===== config.mk =====
export PLATFORM = sky130hd
export DESIGN_NAME = regfile_rtype_sequencer_flat
export DESIGN_NICKNAME = d
export VERILOG_FILES = /design/src/rtl/regfile_rtype_sequencer_if.sv /design/src/rtl/regfile_rtype_sequencer.sv /design/src/flat_wrapper.sv
export SDC_FILE = /design/constraint.sdc
export NUM_CORES = 1
export LEC_CHECK = 0
export ABC_AREA = 1
export BUFFER_PORTS_ARGS = -buffer_cell sky130_fd_sc_hd__buf_2
export CAP_MARGIN = 30
export CORE_MARGIN = 4
export CORE_UTILIZATION = 45
export CTS_CLUSTER_DIAMETER = 60
export DETAILED_ROUTE_END_ITERATION = 8
export REMOVE_ABC_BUFFERS = 1
export SYNTH_ARGS = -nofsm -noshare
export SYNTH_HDL_FRONTEND = slang
export SYNTH_SLANG_ARGS = --single-unit

===== constraint.sdc =====
create_clock -name clk -period 3.2 [get_ports clk]
set_clock_uncertainty 0.15 [all_clocks]
set_input_delay 0.16 -clock clk [delete_from_list [all_inputs] [get_ports clk]]
set_output_delay 0.16 -clock clk [all_outputs]
set_load 0.02 [all_outputs]

===== src/rtl/regfile_rtype_sequencer_if.sv =====
// Request handshake plus register-file port bundle between the decode stage,
// the R-type sequencer and the three-port register file.
interface regfile_rtype_sequencer_if #(
    parameter int DATA_W = 32,
    parameter int ADDR_W = 5
);
    logic              req_valid;
    logic              req_ready;
    logic [ADDR_W-1:0] req_rs;
    logic [ADDR_W-1:0] req_rt;
    logic [ADDR_W-1:0] req_rd;
    logic [2:0]        req_op;
    logic [ADDR_W-1:0] AR1;
    logic [ADDR_W-1:0] AR2;
    logic [DATA_W-1:0] DR1;
    logic [DATA_W-1:0] DR2;
    logic [ADDR_W-1:0] AW;
    logic [DATA_W-1:0] DW;
    logic              EnW;
    logic [DATA_W-1:0] result;
    logic              done;
    logic              busy;

    // Sequencer side: drives the register file ports and the status outputs.
    modport master (
        input  req_valid, req_rs, req_rt, req_rd, req_op, DR1, DR2,
        output req_ready, AR1, AR2, AW, DW, EnW, result, done, busy
    );

    // Decode stage and register file side.
    modport slave (
        output req_valid, req_rs, req_rt, req_rd, req_op, DR1, DR2,
        input  req_ready, AR1, AR2, AW, DW, EnW, result, done, busy
    );
endinterface


===== src/rtl/regfile_rtype_sequencer.sv =====
// Multi-cycle R-type sequencer: reads two operands from the register file,
// computes the result and writes it back, one request every five cycles.
module regfile_rtype_sequencer #(
    parameter int DATA_W = 32,
    parameter int ADDR_W = 5
) (
    input  logic                        clk,
    input  logic                        rst_n,
    regfile_rtype_sequencer_if.master   bus
);
    typedef enum logic [2:0] {
        S_IDLE,
        S_READ,
        S_EXEC,
        S_WB,
        S_DONE
    } state_t;

    localparam logic [2:0] OP_ADD = 3'b000;
    localparam logic [2:0] OP_SUB = 3'b001;
    localparam logic [2:0] OP_AND = 3'b010;
    localparam logic [2:0] OP_OR  = 3'b011;
    localparam logic [2:0] OP_XOR = 3'b100;
    localparam logic [2:0] OP_SLT = 3'b101;
    localparam logic [2:0] OP_SLL = 3'b110;
    localparam logic [2:0] OP_NOP = 3'b111;

    state_t            r_state;
    logic [ADDR_W-1:0] r_rs;
    logic [ADDR_W-1:0] r_rt;
    logic [ADDR_W-1:0] r_rd;
    logic [2:0]        r_op;
    logic [DATA_W-1:0] r_opA;
    logic [DATA_W-1:0] r_opB;
    logic [DATA_W-1:0] r_result;
    logic [ADDR_W-1:0] r_ar1;
    logic [ADDR_W-1:0] r_ar2;
    logic [ADDR_W-1:0] r_aw;
    logic [DATA_W-1:0] r_dw;
    logic              r_enw;
    logic              r_done;
    logic [DATA_W-1:0] w_alu;

    always_comb begin
        w_alu = r_result;
        case (r_op)
            OP_ADD:  w_alu = r_opA + r_opB;
            OP_SUB:  w_alu = r_opA - r_opB;
            OP_AND:  w_alu = r_opA & r_opB;
            OP_OR:   w_alu = r_opA | r_opB;
            OP_XOR:  w_alu = r_opA ^ r_opB;
            OP_SLT:  w_alu = ($signed(r_opA) < $signed(r_opB)) ? DATA_W'(1) : '0;
            OP_SLL:  w_alu = r_opA << r_opB[4:0];
            OP_NOP:  w_alu = r_result;
            default: w_alu = r_result;
        endcase
    end

    always_ff @(posedge clk) begin
        if (!rst_n) begin
            r_state  <= S_IDLE;
            r_rs     <= '0;
            r_rt     <= '0;
            r_rd     <= '0;
            r_op     <= '0;
            r_opA    <= '0;
            r_opB    <= '0;
            r_result <= '0;
            r_ar1    <= '0;
            r_ar2    <= '0;
            r_aw     <= '0;
            r_dw     <= '0;
            r_enw    <= 1'b0;
            r_done   <= 1'b0;
        end else begin
            case (r_state)
                S_IDLE: begin
                    if (bus.req_valid) begin
                        r_rs    <= bus.req_rs;
                        r_rt    <= bus.req_rt;
                        r_rd    <= bus.req_rd;
                        r_op    <= bus.req_op;
                        r_ar1   <= bus.req_rs;
                        r_ar2   <= bus.req_rt;
                        r_state <= S_READ;
                    end
                end
                S_READ: begin
                    r_opA   <= bus.DR1;
                    r_opB   <= bus.DR2;
                    r_state <= S_EXEC;
                end
                // Register 0 is hard-wired, and NOP must not disturb the destination.
                S_EXEC: begin
                    r_result <= w_alu;
                    r_aw     <= r_rd;
                    r_dw     <= w_alu;
                    r_enw    <= (r_rd != '0) && (r_op != OP_NOP);
                    r_state  <= S_WB;
                end
                S_WB: begin
                    r_aw    <= '0;
                    r_dw    <= '0;
                    r_enw   <= 1'b0;
                    r_done  <= 1'b1;
                    r_state <= S_DONE;
                end
                S_DONE: begin
                    r_done  <= 1'b0;
                    r_ar1   <= '0;
                    r_ar2   <= '0;
                    r_state <= S_IDLE;
                end
                default: r_state <= S_IDLE;
            endcase
        end
    end

    // Reset masks the registered outputs immediately so a write or done pulse in
    // flight is suppressed in the very cycle reset is asserted.
    assign bus.req_ready = rst_n && (r_state == S_IDLE);
    assign bus.busy      = rst_n && (r_state != S_IDLE);
    assign bus.EnW       = rst_n && r_enw;
    assign bus.done      = rst_n && r_done;
    assign bus.AR1       = rst_n ? r_ar1 : '0;
    assign bus.AR2       = rst_n ? r_ar2 : '0;
    assign bus.AW        = rst_n ? r_aw  : '0;
    assign bus.DW        = rst_n ? r_dw  : '0;
    assign bus.result    = r_result;

    logic w_unused;
    assign w_unused = ^{r_rs, r_rt};
endmodule


===== src/flat_wrapper.sv =====
// flat-port wrapper written by rule: the top's interface ports become plain ports
module regfile_rtype_sequencer_flat 
#(
    parameter int DATA_W = 32,
    parameter int ADDR_W = 5
)
  (clk, rst_n, bus_req_valid, bus_req_rs, bus_req_rt, bus_req_rd, bus_req_op, bus_DR1, bus_DR2, bus_req_ready, bus_AR1, bus_AR2, bus_AW, bus_DW, bus_EnW, bus_result, bus_done, bus_busy);
  regfile_rtype_sequencer_if #(.DATA_W(DATA_W), .ADDR_W(ADDR_W)) bus_i ();
  input  logic clk;
  input  logic rst_n;
  input wire logic [$bits(bus_i.req_valid)-1:0] bus_req_valid;
  input wire logic [$bits(bus_i.req_rs)-1:0] bus_req_rs;
  input wire logic [$bits(bus_i.req_rt)-1:0] bus_req_rt;
  input wire logic [$bits(bus_i.req_rd)-1:0] bus_req_rd;
  input wire logic [$bits(bus_i.req_op)-1:0] bus_req_op;
  input wire logic [$bits(bus_i.DR1)-1:0] bus_DR1;
  input wire logic [$bits(bus_i.DR2)-1:0] bus_DR2;
  output wire logic [$bits(bus_i.req_ready)-1:0] bus_req_ready;
  output wire logic [$bits(bus_i.AR1)-1:0] bus_AR1;
  output wire logic [$bits(bus_i.AR2)-1:0] bus_AR2;
  output wire logic [$bits(bus_i.AW)-1:0] bus_AW;
  output wire logic [$bits(bus_i.DW)-1:0] bus_DW;
  output wire logic [$bits(bus_i.EnW)-1:0] bus_EnW;
  output wire logic [$bits(bus_i.result)-1:0] bus_result;
  output wire logic [$bits(bus_i.done)-1:0] bus_done;
  output wire logic [$bits(bus_i.busy)-1:0] bus_busy;
  assign bus_i.req_valid = bus_req_valid;
  assign bus_i.req_rs = bus_req_rs;
  assign bus_i.req_rt = bus_req_rt;
  assign bus_i.req_rd = bus_req_rd;
  assign bus_i.req_op = bus_req_op;
  assign bus_i.DR1 = bus_DR1;
  assign bus_i.DR2 = bus_DR2;
  assign bus_req_ready = bus_i.req_ready;
  assign bus_AR1 = bus_i.AR1;
  assign bus_AR2 = bus_i.AR2;
  assign bus_AW = bus_i.AW;
  assign bus_DW = bus_i.DW;
  assign bus_EnW = bus_i.EnW;
  assign bus_result = bus_i.result;
  assign bus_done = bus_i.done;
  assign bus_busy = bus_i.busy;
  regfile_rtype_sequencer #(.DATA_W(DATA_W), .ADDR_W(ADDR_W)) u_core (.clk(clk), .rst_n(rst_n), .bus(bus_i));
endmodule

# --- After elaboration in Yosys (flattened, before gate mapping) ---
# Index checks and enable logic that the tools add are counted.
# W data, S select, Z words.
totals:
  ff_bits: 156
  in_bits: 85
op_classes:
  n_addsub: 2
  magnitude_cmp: 1
  n_eq_ne: 13
  n_shift: 1
  n_mux: 16
  bitwise: 3
  reduce_logical: 14
op_table:
  columns: ["op", "n"]
  rows:
  - ["$pmux W32 S8", 1]
  - ["$pmux W32 S2", 1]
  - ["$add A32 B32 Y32", 1]
  - ["$and A32 B32 Y32", 1]
  - ["$lt A32 B32 Y1", 1]
  - ["$mux W32", 1]
  - ["$or A32 B32 Y32", 1]
  - ["$shl A32 B5 Y32", 1]
  - ["$sub A32 B32 Y32", 1]
  - ["$xor A32 B32 Y32", 1]
  - ["$pmux W5 S2", 3]
  - ["$mux W5", 5]
  - ["$eq A3 B3 Y1 const B", 5]
  - ["$eq A3 B2 Y1 const B", 4]
  - ["$pmux W3 S4", 1]
  - ["$eq A3 B1 Y1 const B", 2]
  - ["$logic_not A3 Y1", 2]
  - ["$reduce_bool A2 Y1", 3]
  - ["$logic_and A1 B1 Y1", 5]
  - ["$reduce_bool A5 Y1", 1]
  - ["$pmux W1 S2", 2]
  - ["$reduce_and A2 Y1", 2]
  - ["$mux W3", 1]
  - ["$ne A3 B3 Y1 const B", 1]
  - ["other kinds (3)", 3]

# --- Longest topological paths before layout ---
# Gate-level depths: netlist of the first run.
logic_depth:
  ltp_word: 4
  mapped_depth: 19

# --- Worst setup path after synthesis of the first run ---
# Ideal clock, no wire load.
synth_timing:
  path_kind: "register -> register"
  from: "register u_core.r_opB[2]"
  to: "register u_core.r_result[26], in the netlist u_core.bus.result[26]"
  setup_time_ns: 0.132
  arrival_ns: 2.105
  required_ns: 2.918
  slack_ns: 0.812
  stages_incl_launch_ff: 18
  path_cell_list: "dfxtp_1 > clkinv_1 > clkbuf_1 > ha_1 > inv_1 > nand2_1 > nand2_1 > nand3_1 > nand2_1 > nand2_1 > nand2_1 > nand3_1 > nand2_1 > nand2_1 > nand3_1 > nand3_1 > nand2_1 > a21oi_1"
synth_between:
  elab_chain_len: 2
  elab_cells_between_ends: 4
  cone_classes: "add/sub: 2; shift: 1; mux: 1"
synth_rtl:
  columns: ["element", "line", "source"]
  rows:
  - ["from (decl)", "regfile_rtype_sequencer.sv:34", "logic [DATA_W-1:0] r_opB;"]
  - ["from (signal assigned)", "regfile_rtype_sequencer.sv:90", "r_opB <= bus.DR2;"]
  - ["$sub A32 B32 Y32, or another cell as far along", "regfile_rtype_sequencer.sv:48", "OP_SUB: w_alu = r_opA - r_opB;"]
  - ["$pmux W32 S8 (*)", "regfile_rtype_sequencer.sv:46", "case (r_op)"]
  - ["to (signal assigned)", "regfile_rtype_sequencer.sv:95", "r_result <= w_alu;"]
  - ["to (decl)", "regfile_rtype_sequencer.sv:35", "logic [DATA_W-1:0] r_result;"]
# Every way passes the cells marked *; elsewhere a longest branch is shown, timed or not.
# A chain may end at the register's enable or synchronous reset.

# --- Worst setup path after layout of the first run ---
layout_timing:
  from: "register u_core.r_opA[25]"
  to: "register u_core.r_dw[0]"
layout_between:
  elab_chain_len: 4
  elab_cells_between_ends: 5
  cone_classes: "order compare: 1; shift: 1; mux: 3"
layout_rtl:
  columns: ["element", "line", "source"]
  rows:
  - ["from (decl)", "regfile_rtype_sequencer.sv:33", "logic [DATA_W-1:0] r_opA;"]
  - ["from (signal assigned)", "regfile_rtype_sequencer.sv:89", "r_opA <= bus.DR1;"]
  - ["$lt A32 B32 Y1", "regfile_rtype_sequencer.sv:52", "OP_SLT: w_alu = ($signed(r_opA) < $signed(r_opB)) ? DATA_W'(1) : '0;"]
  - ["$mux W1", "regfile_rtype_sequencer.sv:52", null]
  - ["$pmux W32 S8 (*)", "regfile_rtype_sequencer.sv:46", null]
  - ["$pmux W32 S2 (*)", "regfile_rtype_sequencer.sv:76", "case (r_state)"]
  - ["to (signal assigned)", "regfile_rtype_sequencer.sv:97", "r_dw <= w_alu;"]
  - ["to (decl)", "regfile_rtype_sequencer.sv:39", "logic [DATA_W-1:0] r_dw;"]
# Marks and branches as above.

==> results of run 1 <==
## registers in the layout, indices dropped and copies added, names as in the netlist
signal / cells
u_core.bus.result: 32
u_core.r_dw: 32
u_core.r_opA: 32
u_core.r_opB: 32
u_core.r_ar1: 5
u_core.r_ar2: 5
u_core.r_aw: 5
u_core.r_rd: 5
u_core.r_op: 3
u_core.r_state: 3
u_core.r_done: 1
u_core.r_enw: 1
## worst reg2reg max path, stage by stage (launching register included)
cell     delay [ns]
dfxtp_1        0.50
inv_1          0.15
ha_4           0.38
inv_1          0.12
a21oi_1        0.33
o21ai_0        0.28
a21oi_1        0.19
o21ai_0        0.14
nor2_1         0.19
nand3_1        0.11
nand3_1        0.16
nand2_1        0.09
nand2_1        0.12
nand2_1        0.05
## layer usage
metal  vias to the layer above  wire length, um
met2                       910            24600
met3                       111             6520
met5                         -                0
li1                       7843                -
met4                         0             1940
met1                      7518            26000
## Yosys cell counts (all sizes together), types with 2 or more instances
cell / instances / area [um^2]
a211oi: 8 / 60.1
o211ai: 11 / 82.6
clkbuf: 46 / 173
nor2: 158 / 603
nor3: 16 / 85.1
fa: 2 / 40.0
a2111oi: 4 / 36.3
dfxtp: 156 / 3120
o22ai: 19 / 119
buf: 65 / 323
o21ai: 167 / 836
clkinv: 3 / 11.3
nand2: 699 / 2630
nand4: 20 / 125
a21oi: 180 / 901
a221oi: 10 / 93.8
o31ai: 2 / 15.0
o2111ai: 5 / 43.8
inv: 352 / 1320
ha: 97 / 1210
o221ai: 6 / 52.6
xor2: 7 / 61.3
nand3: 257 / 1290
and2: 2 / 12.5
o21bai: 7 / 52.6
nand3b: 5 / 37.5
## cell usage in the layout (no fill, tap or decap), types with 3 or more instances in the layout
cell and instances:
a2111oi_0 3, a211oi_1 8, a21oi_1 179, a221oi_1 9, buf_12 3, buf_2 166, buf_4 52, clkbuf_16 17
clkbuf_8 4, clkinv_1 3, clkinv_4 3, dfxtp_1 155, dlygate4sd3_1 83, ha_1 96, inv_1 344, inv_2 8
inv_6 3, inv_8 3, nand2_1 697, nand3_1 256, nand3b_1 5, nand4_1 20, nor2_1 154, nor2_2 4
nor3_1 15, o2111ai_1 5, o211ai_1 11, o21ai_0 162, o21ai_1 5, o21bai_1 7, o221ai_1 6, o22ai_1 19
xor2_1 7
## logic make-up (layout without fill, tap and decap cells)
| group | count (synthesis) | after routing | synth area share [%] |
|---|---|---|---|
| simple gates | 1160 | 1160 | 35.8 |
| buf+inv | 466 | 691 | 13.6 |
| compound gates | 425 | 425 | 17.5 |
| flops | 156 | 156 | 23.3 |
| fa+ha+maj | 99 | 99 | 9.35 |
| xor+xnor | 7 | 7 | 0.457 |
## timing repair
item                                    4_1_cts  5_1_grt
endpoints found under the setup margin        0        2
hold buffers                                 83        0
endpoints found under the hold margin        83        0
resized for setup                             0        4
## metrics by stage
stage / util [%] / power, uW / worst slack, ns / hold WS (ns) / instance area [um^2]
floorplan: - / 4180 / -0.224 / 0.148 / 12900
global placement: 50.6 / 5370 / 0.0251 / 0.235 / 14700
detailed placement: 50.6 / 5370 / 0.0546 / 0.245 / 14700
CTS: 55.5 / 7530 / 0.00779 / 0.131 / 16100
global route: 55.5 / 8040 / 0.00767 / 0.172 / 16100
finish: 55.5 / 7650 / 0.136 / 0.128 / 16100
## how the worst max path moves through the flow
stage / start / endpoint / cells past startpoint
2_1_floorplan: u_core.r_opB[2]$_SDFFE_PN0P_ / u_core.bus.result[26]$_SDFFE_PN0N_ / 16
3_3_place_gp: u_core.r_opA[25]$_SDFFE_PN0P_ / u_core.r_dw[0]$_SDFFE_PN0P_ / 13
3_5_place_dp: u_core.r_opA[25]$_SDFFE_PN0P_ / u_core.r_dw[0]$_SDFFE_PN0P_ / 13
4_1_cts: u_core.r_opA[25]$_SDFFE_PN0P_ / u_core.r_dw[0]$_SDFFE_PN0P_ / 13
5_1_grt: u_core.r_opA[20]$_SDFFE_PN0P_ / u_core.bus.result[24]$_SDFFE_PN0N_ / 12
6_report: u_core.r_opA[25]$_SDFFE_PN0P_ / u_core.r_dw[0]$_SDFFE_PN0P_ / 13
## final cells by class
cell class / instances / area, um^2
multi-input combinational: 1691 / 8490
clock inverter: 11 / 98.8
timing repair buffer: 304 / 2110
clock buffer: 21 / 480
inverter: 355 / 1330
fill: 3060 / 12900
tap: 384 / 480
sequential: 156 / 3120
## power by group
part	switching (uW)	internal, uW	leakage, uW
logic	2340	1000	0.00689
clock network	1000	1100	0.000286
registers	116	2090	0.00127
total	3460	4190	0.00845
==> flow_metrics.env, run 1 <==
export IMPL_met3_usage_pct=8.01
export IMPL_synth_area_per_cell_um2=5.80
export IMPL_antenna_found_initial=0
export IMPL_outcome="completed"
export IMPL_postRouteAntennaNets=0
export IMPL_globalplace_congestion=1.05
export IMPL_use_met1_pct=49.7
export IMPL_synth_seq_cells=156
export IMPL_async_reset_ff_share_pct=0
export IMPL_synthDistinctLibCells=46
export IMPL_cp_common_cell="nand2_1"
export IMPL_ios=168
export IMPL_crit_type="register to register"
export IMPL_maxCapViolCount=0
export IMPL_hp_class="primary input to register"
export IMPL_crit_path_start_kind="register"
export IMPL_fmax_mhz=326
export IMPL_cts_root_buf="clkbuf_16"
export IMPL_rr_worst_depth=13
export IMPL_synth_edff_count=0
export IMPL_clock_sinks=156
export IMPL_cts_made_buffers=17
export IMPL_cts_tree="done"
export IMPL_layout_min_cycle_time_ns=3.06
export IMPL_syn2layout_area_growth_pct=20.2
export IMPL_drc=0
export IMPL_holdPathEnd="u_core.r_opA[31]$_SDFFE_PN0P_"
export IMPL_die_w_um=181
export IMPL_whs_path_depth=4
export IMPL_required_ns=3.41
export IMPL_cp_max_fo=9
export IMPL_drtIter0Drc=1982
export IMPL_period_share_pct=95.7
export IMPL_clockBufferDepth=2
export IMPL_ys_seq_area_share_pct=23.3
export IMPL_critical_path_slowest_cell="dfxtp_1"
export IMPL_post_drt_wl_per_cell_um=20.2
export IMPL_antenna_cells=0
export IMPL_rsz0062_at_grt="false"
export IMPL_critPathArrivalTime_ns=3.27
export IMPL_grt_pass1_wl_um=89800
export IMPL_final_setup_tns_ns=0
export IMPL_port_buffers=167
export IMPL_grt_util_met2_pct=52.6
export IMPL_hpwlAfterDp_um=46100
export IMPL_end_kind="register"
export IMPL_yosys_warnings=0
export IMPL_r2r_end="u_core.r_dw[0]$_SDFFE_PN0P_"
export IMPL_ys_flop_type="dfxtp_1"
export IMPL_routed_via_density=5.61
export IMPL_p_per_area_nw_per_um2=475
export IMPL_gr_max_usage_layer="met2"
export IMPL_first_pass_iters=6
export IMPL_first_global_vias=15604
export IMPL_dp_cells=2807
export IMPL_instances_no_fill=2922
export IMPL_core_um2=29000
export IMPL_clk_pin_slew_ns=0.07
export IMPL_cts_setup_buffers=0
export IMPL_vias=16382
export IMPL_drive_gt1_share_pct=10.8
export IMPL_gr_total_overflow=0
export IMPL_r2r_start="u_core.r_opA[25]$_SDFFE_PN0P_"
export IMPL_slew_limit_headroom_pct=50.9
export IMPL_setup_viol=0
export IMPL_finalHoldViolations=0
export IMPL_fp_row_count=62
export IMPL_leakage_uw=0.00845
export IMPL_nNetsFinal=2709
export IMPL_cpLargestDelayFamily="compound AO/OA/AOI/OAI gates"
export IMPL_path_cells="inv_1, ha_4, inv_1, a21oi_1, o21ai_0, a21oi_1, o21ai_0, nor2_1, nand3_1, nand3_1, nand2_1, nand2_1, nand2_1"
export IMPL_wirelength_um=59100
export IMPL_syn_area_um2=13400
export IMPL_synthCells=2313
export IMPL_cts_htree_levels=4
export IMPL_dieArea_um2=32600
export IMPL_track_usage_pct=35.2
export IMPL_clk_latency_ns=0.47
export IMPL_fp_dieH_um=181
export IMPL_reg2reg_slack_ns=0.14
export IMPL_grt_max_degree=133
export IMPL_initial_core_util_pct=46.2
export IMPL_path_buf_inv=2
export IMPL_worst_pin_slew_ns=0.729
export IMPL_ir_worst_vdd_v=0.000420
export IMPL_finalMaxSlewViolations=0
export IMPL_min_from="rst_n"
export IMPL_cp_slowest_stage_delay_ns=0.50
Note: power is estimated with default switching activity, not from simulation.
==> run 2: changes to the inputs <==
Settings changed: CORE_UTILIZATION 45 to 35.
==> flow_metrics.env, run 2 (same netlist as run 1, synthesis figures left out) <==
export IMPL_post_drt_wl_per_cell_um=20.2
export IMPL_critPathArrivalTime_ns=3.19
export IMPL_slew_limit_headroom_pct=45.3
export IMPL_clk_pin_slew_ns=0.08
export IMPL_instances_no_fill=3073
export IMPL_p_total_uw=7930
export IMPL_grt_pass1_wl_um=93100
export IMPL_first_pass_iters=5
export IMPL_finalHoldViolations=0
export IMPL_fmax_mhz=331
export IMPL_layout_min_cycle_time_ns=3.02
export IMPL_postRouteAntennaNets=0
export IMPL_worst_pin_slew_ns=0.814
export IMPL_drive_gt1_share_pct=11.6
export IMPL_crit_path_start_kind="register"
export IMPL_wirelength_um=62000
export IMPL_most_common_layout_cells="696 x nand2_1, 345 x inv_1, 256 x nand3_1"
export IMPL_die_w_um=204
export IMPL_first_global_vias=15579
export IMPL_ios=168
export IMPL_drc=0
export IMPL_syn2layout_area_growth_pct=23.0
export IMPL_antenna_found_initial=1
export IMPL_core_um2=37800
export IMPL_maxCapViolCount=0
export IMPL_globalplace_congestion=1.03
export IMPL_clk_latency_ns=0.47
export IMPL_cts_made_buffers=17
export IMPL_crit_type="register to register"
export IMPL_hp_class="primary input to register"
export IMPL_clock_sinks=156
export IMPL_initial_core_util_pct=35.5
export IMPL_cts_tree="done"
export IMPL_setup_viol=0
export IMPL_track_usage_pct=29.3
export IMPL_period_share_pct=94.3
export IMPL_clockBufferDepth=2
export IMPL_routed_via_density=5.28
export IMPL_end_kind="register"
export IMPL_drtIter0Drc=1669
export IMPL_rsz0062_at_grt="false"
export IMPL_cts_setup_buffers=0
export IMPL_num_fill_cells=4124
export IMPL_port_buffers=167
export IMPL_final_common_cell="nand2_1"
export IMPL_outcome="completed"
export IMPL_dp_cells=2959
export IMPL_cts_root_buf="clkbuf_16"
export IMPL_vias=16219
export IMPL_finalMaxSlewViolations=0
export IMPL_cts_htree_levels=4
export IMPL_cp_max_fo=12
export IMPL_gr_total_overflow=0
export IMPL_required_ns=3.37
export IMPL_p_per_area_nw_per_um2=481
export IMPL_fp_row_count=71
export IMPL_nNetsFinal=2733
export IMPL_antenna_cells=0
export IMPL_leakage_uw=0.00858
export IMPL_dieArea_um2=41500
export IMPL_fin_util_pct=43.7
export IMPL_grt_max_degree=77
export IMPL_ir_worst_vdd_v=0.000411
export IMPL_hpwlAfterDp_um=49500
export IMPL_fp_dieH_um=204
-- run 2: metal layers --
metal	GRT usage (%)	vias up	share of wire (%)
met5	0	-	0
met4	8.21	0	2.3
met3	6.20	86	9.7
met2	44.1	718	42
met1	42.3	7522	46
li1	-	7893	-
-- run 2: path summary, 6_finish.rpt --
| path | from | cells after the start | slack (ns) | endpoint |
|---|---|---|---|---|
| worst max-delay path | u_core.r_opB[0]$_SDFFE_PN0P_ | 15 | 0.18 | u_core.r_dw[24]$_SDFFE_PN0P_ |
| worst min-delay path | bus_DR2[14] | 3 | 0.009 | u_core.r_opB[14]$_SDFFE_PN0P_ |
| worst min register to register | u_core.r_dw[16]$_SDFFE_PN0P_ | 2 | 0.32 | u_core.r_dw[16]$_SDFFE_PN0P_ |
| worst max register to register | u_core.r_opB[0]$_SDFFE_PN0P_ | 15 | 0.18 | u_core.r_dw[24]$_SDFFE_PN0P_ |
-- run 2: layout make-up --
type / count / area, um^2 / share of cell area, %
clock buffers: 18 / 429 / 2.60
repair buffers: 328 / 2280 / 13.8
well taps: 511 / 639 / 3.88
multi-input cells: 1691 / 8480 / 51.4
inverters: 355 / 1330 / 8.08
clock inverters: 14 / 210 / 1.27
flip-flops and latches: 156 / 3120 / 18.9
-- run 2: worst max-delay path, stage by stage (launching register included) --
cell     delay, ns
dfxtp_2       0.34
buf_4         0.20
ha_1          0.28
fa_1          0.52
nand3_1       0.12
nand3_1       0.15
nand2_1       0.09
nand2_1       0.18
nand3_1       0.18
nand3_1       0.11
nand2_1       0.08
nand2_1       0.07
nand2_1       0.06
nand3_1       0.12
nand2_1       0.16
a21oi_1       0.08
-- run 2: power by group --
part,internal [uW],switching (uW)
sequential,2090,112
clock,1320,972
combinational,1050,2390
total,4460,3470
-- run 2: stage by stage --
stage | worst slack (ns) | hold WS (ns) | setup TNS, ns | cell area (um^2)
floorplan | -0.224 | 0.148 | -7.20 | 12900
global placement | 0.108 | 0.238 | 0 | 15000
detailed placement | 0.140 | 0.247 | 0 | 15000
CTS | 0.115 | 0.0169 | 0 | 16500
global route | 0.0166 | 0.0308 | 0 | 16500
finish | 0.182 | 0.00915 | 0 | 16500
-- run 2: repair_timing --
item,CTS,global route
gates resized for setup,0,3
endpoints found under the setup margin,0,4
hold endpoints to repair,82,0
hold buffers,82,0
